**config.mk**
```make
export PLATFORM = sky130hd
export DESIGN_NAME = mac_tile_engine
export DESIGN_NICKNAME = d
export VERILOG_FILES = /design/src/rtl/mac_tile_pkg.sv /design/src/rtl/mac_lane.sv /design/src/rtl/mac_tile_engine.sv
export SDC_FILE = /design/constraint.sdc
export NUM_CORES = 1
export LEC_CHECK = 0
export BUFFER_PORTS_ARGS = -buffer_cell sky130_fd_sc_hd__buf_2
export CAP_MARGIN = 20
export CORE_MARGIN = 5
export CORE_UTILIZATION = 39
export DETAILED_ROUTE_END_ITERATION = 10
export HOLD_SLACK_MARGIN = 0.06
export PLACE_DENSITY_LB_ADDON = 0.15
export SYNTH_ARGS = -nofsm -noshare
export SYNTH_HDL_FRONTEND = slang
export SYNTH_SLANG_ARGS = --single-unit
```
**constraint.sdc**
```tcl
create_clock -name clk_i -period 6.9 [get_ports clk_i]
set_input_delay 0.345 -clock clk_i [delete_from_list [all_inputs] [get_ports clk_i]]
set_output_delay 0.345 -clock clk_i [all_outputs]
set_load 0.01 [all_outputs]
```
**src/rtl/mac_tile_pkg.sv**
```systemverilog
// rtl/mac_tile_pkg.sv - shared state type and accumulator arithmetic for the MAC tile engine
package mac_tile_pkg;

    typedef enum logic [1:0] {
        ST_IDLE  = 2'd0,
        ST_ACCUM = 2'd1,
        ST_DRAIN = 2'd2
    } state_e;

    // Wide signed container; accumulators up to 62 bits fit without overflow in the sum.
    localparam int CALC_W = 64;
    typedef logic signed [CALC_W-1:0] calc_t;

    typedef struct packed {
        calc_t sum;
        logic  ovf;
    } sat_res_t;

    function automatic calc_t acc_max(input int acc_w);
        return (calc_t'(1) <<< (acc_w - 1)) - calc_t'(1);
    endfunction

    function automatic calc_t acc_min(input int acc_w);
        return -(calc_t'(1) <<< (acc_w - 1));
    endfunction

    function automatic sat_res_t sat_add(input calc_t acc, input calc_t prod,
                                         input int acc_w, input logic sat);
        sat_res_t r;
        calc_t    s;
        s     = acc + prod;
        r.ovf = (s > acc_max(acc_w)) || (s < acc_min(acc_w));
        if (!r.ovf) begin
            r.sum = s;
        end else if (sat) begin
            r.sum = (s > acc_max(acc_w)) ? acc_max(acc_w) : acc_min(acc_w);
        end else begin
            r.sum = (s <<< (CALC_W - acc_w)) >>> (CALC_W - acc_w);
        end
        return r;
    endfunction

endpackage

```
**src/rtl/mac_lane.sv**
```systemverilog
// rtl/mac_lane.sv - one signed multiply-accumulate lane with saturate/wrap and sticky overflow
module mac_lane
    import mac_tile_pkg::*;
#(
    parameter int W     = 8,
    parameter int ACC_W = 16,
    parameter int SAT   = 1
) (
    input  logic                    clk_i,
    input  logic                    rst_ni,
    input  logic                    clear_i,
    input  logic                    en_i,
    input  logic signed [W-1:0]     a_i,
    input  logic signed [W-1:0]     w_i,
    output logic signed [ACC_W-1:0] acc_o,
    output logic                    ovf_o
);

    logic signed [ACC_W-1:0] acc_q, acc_d;
    logic                    ovf_q, ovf_d;
    logic signed [2*W-1:0]   prod;
    sat_res_t                res;
    logic                    unused_hi;

    assign prod = a_i * w_i;

    always_comb begin
        res   = sat_add(calc_t'(acc_q), calc_t'(prod), ACC_W, SAT != 0);
        acc_d = acc_q;
        ovf_d = ovf_q;
        if (clear_i) begin
            acc_d = '0;
            ovf_d = 1'b0;
        end else if (en_i) begin
            acc_d = res.sum[ACC_W-1:0];
            ovf_d = ovf_q | res.ovf;
        end
    end

    // Upper container bits are pure sign copies of the kept result.
    assign unused_hi = ^res.sum[CALC_W-1:ACC_W];

    always_ff @(posedge clk_i or negedge rst_ni) begin
        if (!rst_ni) begin
            acc_q <= '0;
            ovf_q <= 1'b0;
        end else begin
            acc_q <= acc_d;
            ovf_q <= ovf_d;
        end
    end

    assign acc_o = acc_q;
    assign ovf_o = ovf_q;

endmodule

```
**src/rtl/mac_tile_engine.sv**
```systemverilog
// rtl/mac_tile_engine.sv - N-lane signed dot-product engine with run sequencer and serial result drain
module mac_tile_engine
    import mac_tile_pkg::*;
#(
    parameter int W      = 8,
    parameter int ACC_W  = 16,
    parameter int N_MACS = 4,
    parameter int K_MAX  = 16,
    parameter int SAT    = 1,
    parameter int KW     = $clog2(K_MAX + 1),
    parameter int LW     = (N_MACS > 1) ? $clog2(N_MACS) : 1
) (
    input  logic                    clk_i,
    input  logic                    rst_ni,
    input  logic                    start_i,
    input  logic [KW-1:0]           k_len_i,
    input  logic                    abort_i,
    input  logic                    in_valid_i,
    output logic                    in_ready_o,
    input  logic signed [W-1:0]     a_data_i,
    input  logic [N_MACS*W-1:0]     w_data_i,
    output logic                    out_valid_o,
    input  logic                    out_ready_i,
    output logic signed [ACC_W-1:0] out_data_o,
    output logic [LW-1:0]           out_lane_o,
    output logic                    out_ovf_o,
    output logic                    out_last_o,
    output logic                    busy_o,
    output logic                    done_o
);

    state_e                  state_q, state_d;
    logic [KW-1:0]           klen_q, klen_d;
    logic [KW-1:0]           cnt_q, cnt_d;
    logic [LW-1:0]           lane_q, lane_d;
    logic                    done_q, done_d;
    logic                    start_ok, accept, beat, out_hs, lane_last;
    logic signed [ACC_W-1:0] acc_arr [N_MACS];
    logic [N_MACS-1:0]       ovf_arr;

    assign start_ok  = start_i && !abort_i && (k_len_i != '0) && (k_len_i <= KW'(K_MAX));
    assign accept    = (state_q == ST_IDLE) && start_ok;
    assign beat      = in_ready_o && in_valid_i && !abort_i;
    assign out_hs    = out_valid_o && out_ready_i && !abort_i;
    assign lane_last = (lane_q == LW'(N_MACS - 1));

    always_ff @(posedge clk_i or negedge rst_ni) begin
        if (!rst_ni) begin
            state_q <= ST_IDLE;
        end else begin
            state_q <= state_d;
        end
    end

    always_comb begin
        state_d = state_q;
        case (state_q)
            ST_IDLE:  if (start_ok) state_d = ST_ACCUM;
            ST_ACCUM: if (beat && (cnt_q == klen_q - KW'(1))) state_d = ST_DRAIN;
            ST_DRAIN: if (out_hs && lane_last) state_d = ST_IDLE;
            default:  state_d = ST_IDLE;
        endcase
        if (abort_i) state_d = ST_IDLE;
    end

    // Handshake-side outputs depend on the registered state alone.
    always_comb begin
        in_ready_o  = 1'b0;
        out_valid_o = 1'b0;
        busy_o      = (state_q != ST_IDLE);
        case (state_q)
            ST_ACCUM: in_ready_o  = 1'b1;
            ST_DRAIN: out_valid_o = 1'b1;
            default:  ;
        endcase
    end

    always_comb begin
        klen_d = klen_q;
        cnt_d  = cnt_q;
        lane_d = lane_q;
        done_d = (state_q == ST_DRAIN) && out_hs && lane_last;
        if (accept) begin
            klen_d = k_len_i;
            cnt_d  = '0;
            lane_d = '0;
        end else begin
            if (beat)   cnt_d  = cnt_q + KW'(1);
            if (out_hs) lane_d = lane_q + LW'(1);
        end
    end

    always_ff @(posedge clk_i or negedge rst_ni) begin
        if (!rst_ni) begin
            klen_q <= '0;
            cnt_q  <= '0;
            lane_q <= '0;
            done_q <= 1'b0;
        end else begin
            klen_q <= klen_d;
            cnt_q  <= cnt_d;
            lane_q <= lane_d;
            done_q <= done_d;
        end
    end

    for (genvar i = 0; i < N_MACS; i++) begin : g_lane
        mac_lane #(
            .W     (W),
            .ACC_W (ACC_W),
            .SAT   (SAT)
        ) u_lane (
            .clk_i   (clk_i),
            .rst_ni  (rst_ni),
            .clear_i (accept),
            .en_i    (beat),
            .a_i     (a_data_i),
            .w_i     (w_data_i[i*W +: W]),
            .acc_o   (acc_arr[i]),
            .ovf_o   (ovf_arr[i])
        );
    end

    // Result fields read as zero outside DRAIN so the port is quiet when idle.
    assign out_data_o = out_valid_o ? acc_arr[lane_q] : '0;
    assign out_lane_o = out_valid_o ? lane_q : '0;
    assign out_ovf_o  = out_valid_o && ovf_arr[lane_q];
    assign out_last_o = out_valid_o && lane_last;
    assign done_o     = done_q;

endmodule

```
# Yosys cells after proc, flatten, opt, wreduce, memory -nomap -nowiden

Cells that the tools add are included.

Bits in registers: 83
Bits in latches: 0
Memory bits (writable): 0
Memory bits (read-only): 0
Bits of input ports: 51
Output and inout bits: 24
Logic and storage cells: 114
Memories: 0

Add/subtract/negate cells: 7
$mul: 4
Divide/modulo/power cells: 0
Magnitude comparators: 11
Equal/unequal tests: 7
Shift operators: 0
Mux-type cells: 42
Bitwise operators: 5
Reduce and logical (&&, ||, !) cells: 25

Operators with widths:

| cell                 | number |
|---|---|
| $mux 16              | 19 |
| $add 16x16->17       | 4 |
| $gt 17x16->1 const B | 4 |
| $lt 17x16->1 const B | 4 |
| $mul 8x8->16         | 4 |
| $bmux 16 s2          | 1 |
| $logic_and 1x1->1    | 14 |
| $mux 2               | 7 |
| $mux 1               | 11 |
| $mux 5               | 2 |
| $ne 3x3->1 const B   | 3 |
| $pmux 2 s3           | 1 |
| $reduce_bool 2->1    | 3 |
| $add 5x1->5 const B  | 1 |
| $eq 5x5->1           | 1 |
| $le 5x5->1 const B   | 1 |
| $reduce_bool 5->1    | 1 |
| $sub 5x1->5 const B  | 1 |
| $eq 2x2->1 const B   | 2 |
| $logic_or 1x1->1     | 4 |
| $or 1x1->1           | 4 |
| $ge 3x3->1 const B   | 1 |
| $lt 2x3->1 const B   | 1 |
| $not 2->3            | 1 |
| other kinds (6)      | 6 |

# Depth between registers and ports, before layout

Gate-level depths: netlist of the first run.

Depth after elaboration: 8
Gate-level depth with buffers: 22
Depth with buffers taken out: 20

# Cells and area by module

Synthesis of the first run repeated with hierarchy kept, for this count alone.

Cells, all modules: 1,731
Area total of the unflattened synthesis: 17,294.1 µm²

Modules (own cells, without submodules):

| module                          | times used | cells an instance | area each (µm²) | seq. area each (µm²) |
|---|---|---|---|---|
| mac_lane (g_lane[0].u_lane ...) | 2          | 416               | 4,020.1         | 425.4 |
| mac_lane (g_lane[2].u_lane)     | 1          | 402               | 3,963.8         | 425.4 |
| mac_lane (g_lane[3].u_lane)     | 1          | 382               | 3,943.8         | 425.4 |
| mac_tile_engine                 | 1          | 115               | 1,346.3         | 375.4 |

# Least setup slack after synthesis of the first run

OpenSTA, ideal clock, no wires.

Path kind: input to register
Start: in a_data_i[7]
End: reg g_lane[2].u_lane.acc_q[10]
Setup time: 0.121 ns
Data arrival time: 5.629 ns
Required time: 6.779 ns
Path slack: 1.150 ns
Stages: 19
Buffers on the path: 2
Cell sequence: clkbuf_1 and2_1 inv_1 fa_1 inv_1 fa_1 fa_1 fa_1 fa_1 ha_1 a21o_1 a31oi_1 o21ai_1 o311a_1 mux2i_1 nand2_1 buf_2 maj3_1 a22o_1

Cells in the longest elaborated chain, start to end: 7
Elaborated cells on any way between the ends: 9
Classes of those cells: 1 x add/sub; 1 x mul; 2 x order compare; 4 x mux; 1 x reduce/logical

Ends and longest elaborated chain:

| element                                             | RTL line                               | text |
|---|---|---|
| start: declaration                                  | mac_tile_engine.sv:20                  | `input logic signed [W-1:0] a_data_i,` |
| $mul 8x8->16 (*)                                    | mac_lane.sv:25                         | `assign prod = a_i * w_i;` |
| $add 16x16->17 (*)                                  | mac_tile_pkg.sv:31                     | `s = acc + prod;` |
| $gt 17x16->1 / $lt 17x16->1 (equally long branches) | mac_tile_pkg.sv:32, mac_tile_pkg.sv:36 |  |
| $mux 16 / $logic_or 1x1->1 (equally long branches)  | mac_tile_pkg.sv:36, mac_tile_pkg.sv:32 |  |
| $mux 16 (*)                                         | mac_tile_pkg.sv:33                     | `if (!r.ovf) begin` |
| $mux 16 (*)                                         | mac_lane.sv:34                         | `end else if (en_i) begin` |
| $mux 16 (*)                                         | mac_lane.sv:31                         | `if (clear_i) begin` |
| end signal: assignment                              | mac_lane.sv:45                         | `acc_q <= '0;` |
| end signal: assignment                              | mac_lane.sv:48                         | `acc_q <= acc_d;` |
| end: declaration                                    | mac_lane.sv:19                         | `logic signed [ACC_W-1:0] acc_q, acc_d;` |

Every way passes the cells marked *; elsewhere a longest branch is shown, timed or not. The select of a mux whose other input is x is not followed.
A chain may end at the register's enable or synchronous reset.

# Worst setup path after layout of the first run

Start: in a_data_i[7]
End: reg g_lane[0].u_lane.acc_q[12]

Cells in the longest elaborated chain, start to end: 7
Elaborated cells on any way between the ends: 9
Classes of those cells: 1 x add/sub; 1 x mul; 2 x order compare; 4 x mux; 1 x reduce/logical

Ends and longest elaborated chain:

| element                                             | RTL line |
|---|---|
| $mul 8x8->16 (*)                                    | mac_lane.sv:25 |
| $add 16x16->17 (*)                                  | mac_tile_pkg.sv:31 |
| $gt 17x16->1 / $lt 17x16->1 (equally long branches) | mac_tile_pkg.sv:32, mac_tile_pkg.sv:36 |
| $mux 16 / $logic_or 1x1->1 (equally long branches)  | mac_tile_pkg.sv:36, mac_tile_pkg.sv:32 |
| $mux 16 (*)                                         | mac_tile_pkg.sv:33 |
| $mux 16 (*)                                         | mac_lane.sv:34 |
| $mux 16 (*)                                         | mac_lane.sv:31 |
| end signal: assignment                              | mac_lane.sv:45 |
| end signal: assignment                              | mac_lane.sv:48 |
| end: declaration                                    | mac_lane.sv:19 |

Marked as above.

==> metrics.csv, run 1 <==
metric;value;unit
synthesis.nets;2232;
die_x;217;um
routabilityCongestion;0.911;
path_common_cell;fa_1;
synthArstFlopShare;1.00;
cp-end-kind;flip-flop;
fin_crit;6.04;ns
grt_overflow_total;0;
crit_path_start_kind;input port;
synth-seq-cells;83;
finalSetupViolCount;0;
rsz0062_at_grt;false;
path_max_fanout;19;
synth-edff-count;0;
critPathBufInv;4;
synth_warnings;0;
cts.sinks;83;
start_util;0.396;
grt_pass1_wl;71600;um
first_iter_violations;606;
critPathSlowestCell;fa_1;
cts_tree;built;
finalMaxSlewViolations;0;
grt_pass1_vias;12742;
grt_start_max_net_pins;67;
track_usage;0.192;
fmax;0.166;GHz
criticalPathCategory;in2reg;
routed_wl;43200;um
finalSetupTns;0;ns
core;0.0421;sq mm
clkLatencyLatePin;0.36;ns
vias_per_cell;5.10;
status;complete, no violations;
nNetsFinal;2287;
io_buffer_count;74;
yosysSeqAreaShare;0.124;
wl_per_cell;18.6;um
fp.dieH;217;um
drive_gt1_frac;0.0821;
dp_hpwl;36000;um
r2r_slack;1.16;ns
skew;0.0170;ns
io_pins;75;
num_vias;11828;
syn_inst;1718;
netlist_area;0.0167;sq mm
tightest_slew;0.962;ns
drcViolationCount;0;
synth_flop_cell;dfrtp_1;
syn_avg_cell_area;9.72;sq um
critPathTopFamily;adder cells;
period_share;0.875;
dr.pass1.iters;5;
crit_required;7.13;ns
die-area;0.0470;sq mm
slew_headroom;0.349;
max-cap-violations;0;
clk_pin_slew;0.07;ns
ant_nets;0;
final-hold-violation-count;0;
rows;75;
cts_made_buffers;9;
path_cells;buf_2, and2_1, buf_4, inv_1, fa_1, inv_1, fa_1, fa_1, fa_1, fa_1, ha_1, o21a_1, a21oi_1, o21ai_1, a221oi_1, o21ai_1, xnor2_2, maj3_1, o21ai_1;
hold_class;in2reg;
ys_types;57;
worst_ep_arrival_time;6.27;ns
clockBufferDepth;2;
clock_tree.root_cell;clkbuf_16;
antenna_found_initial;0;
area_growth;8.49;%
htree_levels;3;
critPathMaxStageDelay;0.58;ns
==> metal layers <==
metal | GRT usage | wire length [um]
met5 | 0 | 0
met1 | 0.280 | 20500
met3 | 0.0202 | 1610
met4 | 0.0360 | 701
met2 | 0.316 | 20400
==> flip-flops by register name, indices dropped and copies added, names as in the netlist <==
register             flops
done_o                   1
lane_q                   2
klen_q                   5
cnt_q                    5
state_q                  2
g_lane.u_lane.acc_o     64
g_lane.u_lane.ovf_o      4
==> timing repair <==
| item | 4_1_cts | 5_1_grt |
|---|---|---|
| resized for setup | 0 | 0 |
| endpoints found under the hold margin | 21 | 0 |
| hold buffers | 1 | 0 |
| setup buffers | 0 | 0 |
==> Yosys cell counts, drive strengths merged (2+ instances only) <==
| cell | number | area share |
|---|---|---|
| fa | 304 | 0.36 |
| a32oi | 4 | 0.0021 |
| inv | 337 | 0.076 |
| nor2 | 52 | 0.012 |
| or2 | 3 | 0.0011 |
| xnor2 | 56 | 0.030 |
| nor4 | 4 | 0.0015 |
| a211oi | 3 | 0.0013 |
| o21a | 6 | 0.0027 |
| a31oi | 5 | 0.0019 |
| nor3 | 5 | 0.0015 |
| dfrtp | 83 | 0.12 |
| clkinv | 5 | 0.0011 |
| o2111ai | 3 | 0.0016 |
| clkbuf | 54 | 0.012 |
| o211ai | 9 | 0.0040 |
| o21ai | 62 | 0.019 |
| o21bai | 9 | 0.0040 |
| a21oi | 33 | 0.0099 |
| mux2i | 3 | 0.0018 |
| maj3 | 45 | 0.027 |
| mux4 | 17 | 0.023 |
| and2 | 155 | 0.058 |
| ha | 159 | 0.12 |
| nand3 | 9 | 0.0027 |
| nand2b | 10 | 0.0037 |
| o311ai | 5 | 0.0026 |
| and3b | 2 | 0.0010 |
| a22o | 24 | 0.013 |
| nor2b | 11 | 0.0041 |
| a21o | 18 | 0.0081 |
| buf | 4 | 0.0010 |
| nand2 | 173 | 0.039 |
| xor2 | 26 | 0.014 |
| nand4 | 2 | 0.00075 |
| a221oi | 3 | 0.0026 |
==> placed cells by master (no fill, tap or decap), types with 5 or more instances in the layout <==
| master | count |
|---|---|
| xor2_1 | 25 |
| o21ai_0 | 13 |
| dfrtp_1 | 83 |
| xnor2_1 | 54 |
| nand2_1 | 173 |
| nor2b_1 | 11 |
| clkbuf_16 | 9 |
| o21a_1 | 6 |
| maj3_1 | 44 |
| nor2_1 | 52 |
| nor3_1 | 5 |
| buf_2 | 73 |
| fa_1 | 304 |
| o21ai_1 | 48 |
| o311ai_1 | 5 |
| mux4_2 | 17 |
| and2_1 | 155 |
| nand3_1 | 9 |
| nand2b_1 | 10 |
| inv_1 | 337 |
| ha_1 | 159 |
| clkinv_1 | 5 |
| o211ai_1 | 9 |
| a22o_1 | 24 |
| buf_4 | 27 |
| a21o_1 | 18 |
| a21oi_1 | 33 |
| o21bai_1 | 9 |
==> cell type report <==
type / instances / area [sq um]
fillers: 4132 / 24000
multi-input cells: 1235 / 13100
flip-flops and latches: 83 / 2080
inverters: 342 / 1280
well taps: 539 / 674
repair buffers: 102 / 606
clock buffers: 9 / 225
clock inverters: 7 / 106
diodes: 1 / 2.50
==> worst paths after layout <==
| path | endpoint | from | depth (start not counted) |
|---|---|---|---|
| worst min-delay path | klen_q[3] | k_len_i[3] | 3 |
| min in group asynchronous | g_lane[0].u_lane.acc_o[9] | rst_ni | 2 |
| worst max-delay path | g_lane[0].u_lane.acc_o[12] | a_data_i[7] | 19 |
| worst max register to register | g_lane[2].u_lane.acc_o[4] | g_lane[2].u_lane.acc_o[6] | 18 |
| worst min register to register | g_lane[2].u_lane.ovf_o | g_lane[2].u_lane.ovf_o | 2 |
| max in group asynchronous | g_lane[3].u_lane.acc_o[5] | rst_ni | 3 |
==> worst min-delay path, cell delays in order <==
cell and delay [ns]:
buf_2 0.09, nand2_1 0.04, nand2_1 0.04
==> through the flow <==
stage                     instance area, sq um   util  setup slack, ns  hold WS (ns)  std cells
after CTS                                18100  0.430            0.810         0.195       2316
after floorplan                          16700      -             1.15        0.0494       1718
after detailed placement                 17800  0.422            0.459         0.266       2299
after global placement                   17700  0.421            0.502         0.263       2298
final                                    18100  0.430            0.863         0.204       2318
after global routing                     18100  0.430            0.570         0.213       2317
==> cell families (layout without fill, tap and decap cells) <==
logic type	Yosys count	in the layout	share of synthesized area
AOI/OAI and AO/OA	197	197	0.0794
xor gates and xnor gates	82	82	0.0444
adders and majority gates	508	508	0.511
buffers and inverters	400	460	0.0901
DFF	83	83	0.124
muxes	20	20	0.0247
other	0	1	0
and+or+nand+nor	428	428	0.126
Power of run 1 is not shown: default switching activity piles up to over one toggle a cycle in this logic, so the estimate is an artifact.
==> inputs of run 2 (changes only) <==
--- a/config.mk
+++ b/config.mk
@@ -5,7 +5,7 @@
 export SDC_FILE = /design/constraint.sdc
 export NUM_CORES = 1
 export LEC_CHECK = 0
-export BUFFER_PORTS_ARGS = -buffer_cell sky130_fd_sc_hd__buf_2
+export BUFFER_PORTS_ARGS = -buffer_cell sky130_fd_sc_hd__buf_4
 export CAP_MARGIN = 20
 export CORE_MARGIN = 5
 export CORE_UTILIZATION = 39
==> run 2 against run 1 <==
Against the previous run:
- critical path depth is the same
- die area is the same
- sequential cell count is the same
- hold slack lost 0.016 ns
- global-route usage shrank 0.36 points
- cell area grew 0.55%
- clock skew shrank 0.0037 ns
- first-iteration DRC count shrank 18%
- core utilization grew 0.23 points
- cell count shrank 0.43%
- largest cell class unchanged
==> metrics.csv, run 2 (synthesized netlist as in run 1, its figures left out) <==
metric;value;unit
status;complete, no violations;
crit_path_start_kind;input port;
fp.dieH;217;um
die-area;0.0470;sq mm
finalSetupTns;0;ns
layout.cells.most_common;inv_1;
crit_required;7.13;ns
track_usage;0.188;
worst_ep_arrival_time;6.18;ns
clkLatencyLatePin;0.35;ns
grt_pass1_wl;70500;um
critical_path.endpoint;g_lane[2].u_lane.acc_o[0];
fin_ws;0.950;ns
die_x;217;um
antenna_found_initial;1;
routed_wl;42300;um
grt_start_max_net_pins;78;
dp_hpwl;34700;um
routabilityCongestion;0.865;
finalSetupViolCount;0;
grt_pass1_vias;12644;
cp-end-kind;flip-flop;
clockBufferDepth;2;
drive_gt1_frac;0.0774;
dr.pass1.iters;5;
first_iter_violations;494;
regToRegEndpoint;g_lane[2].u_lane.acc_o[0];
drcViolationCount;0;
slew_headroom;0.282;
cts_made_buffers;9;
clk_pin_slew;0.08;ns
dp_worst_setup_slack;0.589;ns
clock_tree.root_cell;clkbuf_16;
rows;75;
largest_register_ffs;64;
io_buffer_count;74;
r2r-start;g_lane[2].u_lane.acc_o[6];
path_max_fanout;32;
skew;0.0133;ns
period_share;0.862;
num_vias;11633;
tightest_slew;1.07;ns
ant_nets;0;
grt_overflow_total;0;
finalMaxSlewViolations;0;
hold_class;in2reg;
diodes;0;
area_growth;9.08;%
final-hold-violation-count;0;
cts.sinks;83;
wl_per_cell;18.3;um
nNetsFinal;2278;
criticalPathCategory;in2reg;
max-cap-violations;0;
htree_levels;3;
rsz0062_at_grt;false;
r2r_slack;1.18;ns
core;0.0421;sq mm
layout_common_cells;337 x inv_1, 304 x fa_1, 173 x nand2_1;
io_pins;75;
fmax;0.168;GHz
whs;0.188;ns
start_util;0.396;
vias_per_cell;5.04;
rr_worst_depth;18;
cts_tree;built;
startpoint;a_data_i[7];
fin_crit;5.95;ns
==> run 2: cell count changes in the layout (fill, tap and decap cells not counted), sizes merged <==
cell,previous run,this run
buf,101,92
clkbuf,9,10
bufinv,2,0
diode,1,0
clkinv,6,7
==> run 2: worst max-delay path: stages <==
cell and delay, ns:
buf_4 0.33, and2_1 0.19, buf_4 0.19, inv_1 0.10, fa_1 0.48, inv_1 0.06, fa_1 0.49, fa_1 0.57
fa_1 0.43, fa_1 0.37, ha_1 0.37, a21o_1 0.20, a31oi_1 0.14, o21ai_1 0.16, o311a_1 0.39, mux2i_1 0.15
nand2_1 0.44, maj3_1 0.55, a22o_1 0.21
==> run 2: final cells by class <==
type                    count  area (sq um)
well taps                 539           674
fillers                  4151         23900
multi-input cells        1235         13100
flip-flops and latches     83          2080
inverters                 342          1280
clock inverters             6          55.1
repair buffers             93           744
clock buffers              10           239
==> run 2: stage by stage <==
step,instances,util,instance area (sq um)
5_1_grt,2308,0.432,18200
4_1_cts,2306,0.431,18200
2_1_floorplan,1718,-,16700
3_5_place_dp,2289,0.424,17900
3_3_place_gp,2288,0.423,17800
6_report,2308,0.432,18200
==> run 2: repair_timing <==
| item | CTS | global route |
|---|---|---|
| setup endpoints to repair | 0 | 0 |
| endpoints found under the hold margin | 6 | 0 |
| hold buffers | 1 | 0 |
| resized for setup | 0 | 0 |
| setup buffers | 0 | 0 |
==> run 2: worst min path at each step <==
stage          depth (start not counted)  slack, ns     from    endpoint
2_1_floorplan                          0       0.05   rst_ni    cnt_q[0]
3_3_place_gp                           1       0.16   rst_ni   klen_q[1]
3_5_place_dp                           1       0.16   rst_ni   klen_q[1]
4_1_cts                                2       0.18  abort_i  state_q[1]
5_1_grt                                2       0.19  abort_i  state_q[1]
6_report                               2       0.19  abort_i  state_q[1]
==> run 2: metal layers <==
metal | GRT usage | routed length (um) | up-vias
met4 | 0.0329 | 632 | 0
met1 | 0.273 | 19700 | 5942
met2 | 0.313 | 20600 | 201
met3 | 0.0193 | 1470 | 30
met5 | 0 | 0 | -
li1 | - | - | 5460
Power of run 2 is left out for the same reason.
==> inputs of run 3 (changes only) <==
--- a/config.mk
+++ b/config.mk
@@ -7,8 +7,10 @@
 export LEC_CHECK = 0
 export BUFFER_PORTS_ARGS = -buffer_cell sky130_fd_sc_hd__buf_4
 export CAP_MARGIN = 20
+export CORE_ASPECT_RATIO = 1.5
 export CORE_MARGIN = 5
 export CORE_UTILIZATION = 39
+export CTS_BUF_LIST = sky130_fd_sc_hd__clkbuf_4
 export DETAILED_ROUTE_END_ITERATION = 10
 export HOLD_SLACK_MARGIN = 0.06
 export PLACE_DENSITY_LB_ADDON = 0.15
==> run 3 against run 2 <==
Against the previous run:
- hold slack worse by 0.099 ns
- core utilization shrank 0.93 points
- critical path depth did not move
- cell area shrank 0.84%
- critical endpoint is now g_lane[2].u_lane.acc_o[4]
==> metrics.csv, run 3 (synthesized netlist as in run 1, its figures left out) <==
metric;value;unit
rows;93;
dp_hpwl;36100;um
dr.pass1.iters;5;
post_cts_buffers;0;
grt_pass1_wl;71000;um
layout_common_cells;337 x inv_1, 304 x fa_1, 173 x nand2_1;
nFillCells;4246;
clk_pin_slew;0.14;ns
drive_gt1_frac;0.0768;
finalSetupViolCount;0;
slew_headroom;0.368;
clockBufferDepth;2;
cp-end-kind;flip-flop;
criticalPathCategory;in2reg;
cts_made_buffers;9;
vias_per_cell;5.03;
die-area;0.0471;sq mm
antenna_found_initial;1;
routed_wl;43800;um
fmax;0.174;GHz
finalSetupTns;0;ns
clkLatencyLatePin;0.46;ns
wl_per_cell;18.7;um
routabilityCongestion;0.852;
grt_start_max_net_pins;74;
placed_area;0.0179;sq mm
grt_pass1_vias;12956;
status;complete, no violations;
cts.repair.resized;0;
rsz0062_at_grt;false;
die_x;179;um
cts.sinks;83;
clock_tree.root_cell;clkbuf_4;
hold_class;in2reg;
largest_register_ffs;64;
num_vias;11785;
final_util;0.423;
tightest_slew;0.948;ns
core;0.0427;sq mm
final_cell_area;0.0181;sq mm
max-cap-violations;0;
path_max_fanout;22;
track_usage;0.194;
start_util;0.391;
nNetsFinal;2280;
layout.cells.most_common;inv_1;
grt_overflow_total;0;
htree_levels;3;
area_growth;8.17;%
fin_crit;5.74;ns
crit_required;7.25;ns
fp.dieH;263;um
period_share;0.831;
io_pins;75;
worst_ep_arrival_time;6.09;ns
crit_path_start_kind;input port;
first_iter_violations;575;
drcViolationCount;0;
io_buffer_count;74;
skew;0.0119;ns
cts_tree;built;
finalMaxSlewViolations;0;
final-hold-violation-count;0;
whs;0.0891;ns
ant_nets;0;
==> run 3: cell type report <==
type / count / area, sq um / share of cell area
clock inverter: 7 / 66.3 / 0.00367
clock buffer: 9 / 67.6 / 0.00374
inverter: 342 / 1280 / 0.0711
timing repair buffer: 95 / 721 / 0.0399
tap: 570 / 713 / 0.0395
antenna: 1 / 2.50 / 0.000139
multi-input combinational: 1235 / 13100 / 0.727
sequential: 83 / 2080 / 0.115
==> run 3: worst paths after layout <==
path                                           start                         end  slack, ns  cells after the start
max in group asynchronous                     rst_ni  g_lane[1].u_lane.acc_o[12]       5.46                      3
min reg2reg                   g_lane[2].u_lane.ovf_o      g_lane[2].u_lane.ovf_o       0.51                      2
min                                       k_len_i[4]                   klen_q[4]       0.09                      3
min in group asynchronous                     rst_ni                   klen_q[3]       0.28                      2
max                                      a_data_i[7]   g_lane[2].u_lane.acc_o[4]       1.16                     19
max reg2reg                g_lane[2].u_lane.acc_o[6]   g_lane[2].u_lane.acc_o[4]       1.24                     18
==> run 3: layer usage <==
| metal | GRT usage | vias to the layer above | share of wire |
|---|---|---|---|
| li1 | - | 5464 | - |
| met1 | 0.234 | 6076 | 0.39 |
| met2 | 0.365 | 186 | 0.56 |
| met3 | 0.0129 | 59 | 0.021 |
| met4 | 0.0585 | 0 | 0.031 |
| met5 | 0 | - | 0 |
==> run 3: what timing repair did <==
action | CTS | global route
hold buffers | 3 | 0
endpoints found under the setup margin | 0 | 0
hold endpoints to repair | 13 | 0
==> run 3: through the flow <==
| step | cells | setup WS, ns |
|---|---|---|
| after global placement | 2322 | 0.752 |
| final | 2342 | 1.16 |
| after global routing | 2342 | 0.802 |
| after detailed placement | 2322 | 0.657 |
| after CTS | 2341 | 1.15 |
| after floorplan | 1718 | 1.15 |
==> run 3: worst max-delay path, stage by stage <==
cell and delay [ns]:
buf_4 0.29, and2_1 0.18, buf_4 0.19, inv_1 0.10, fa_1 0.49, inv_1 0.06
fa_1 0.48, fa_1 0.57, fa_1 0.43, fa_1 0.37, ha_1 0.38, a21o_1 0.20
a31oi_1 0.13, o21ai_1 0.15, o311a_1 0.40, mux2i_1 0.16, nand2_1 0.43, maj3_1 0.54
a22o_1 0.20
Power of run 3 is left out for the same reason.
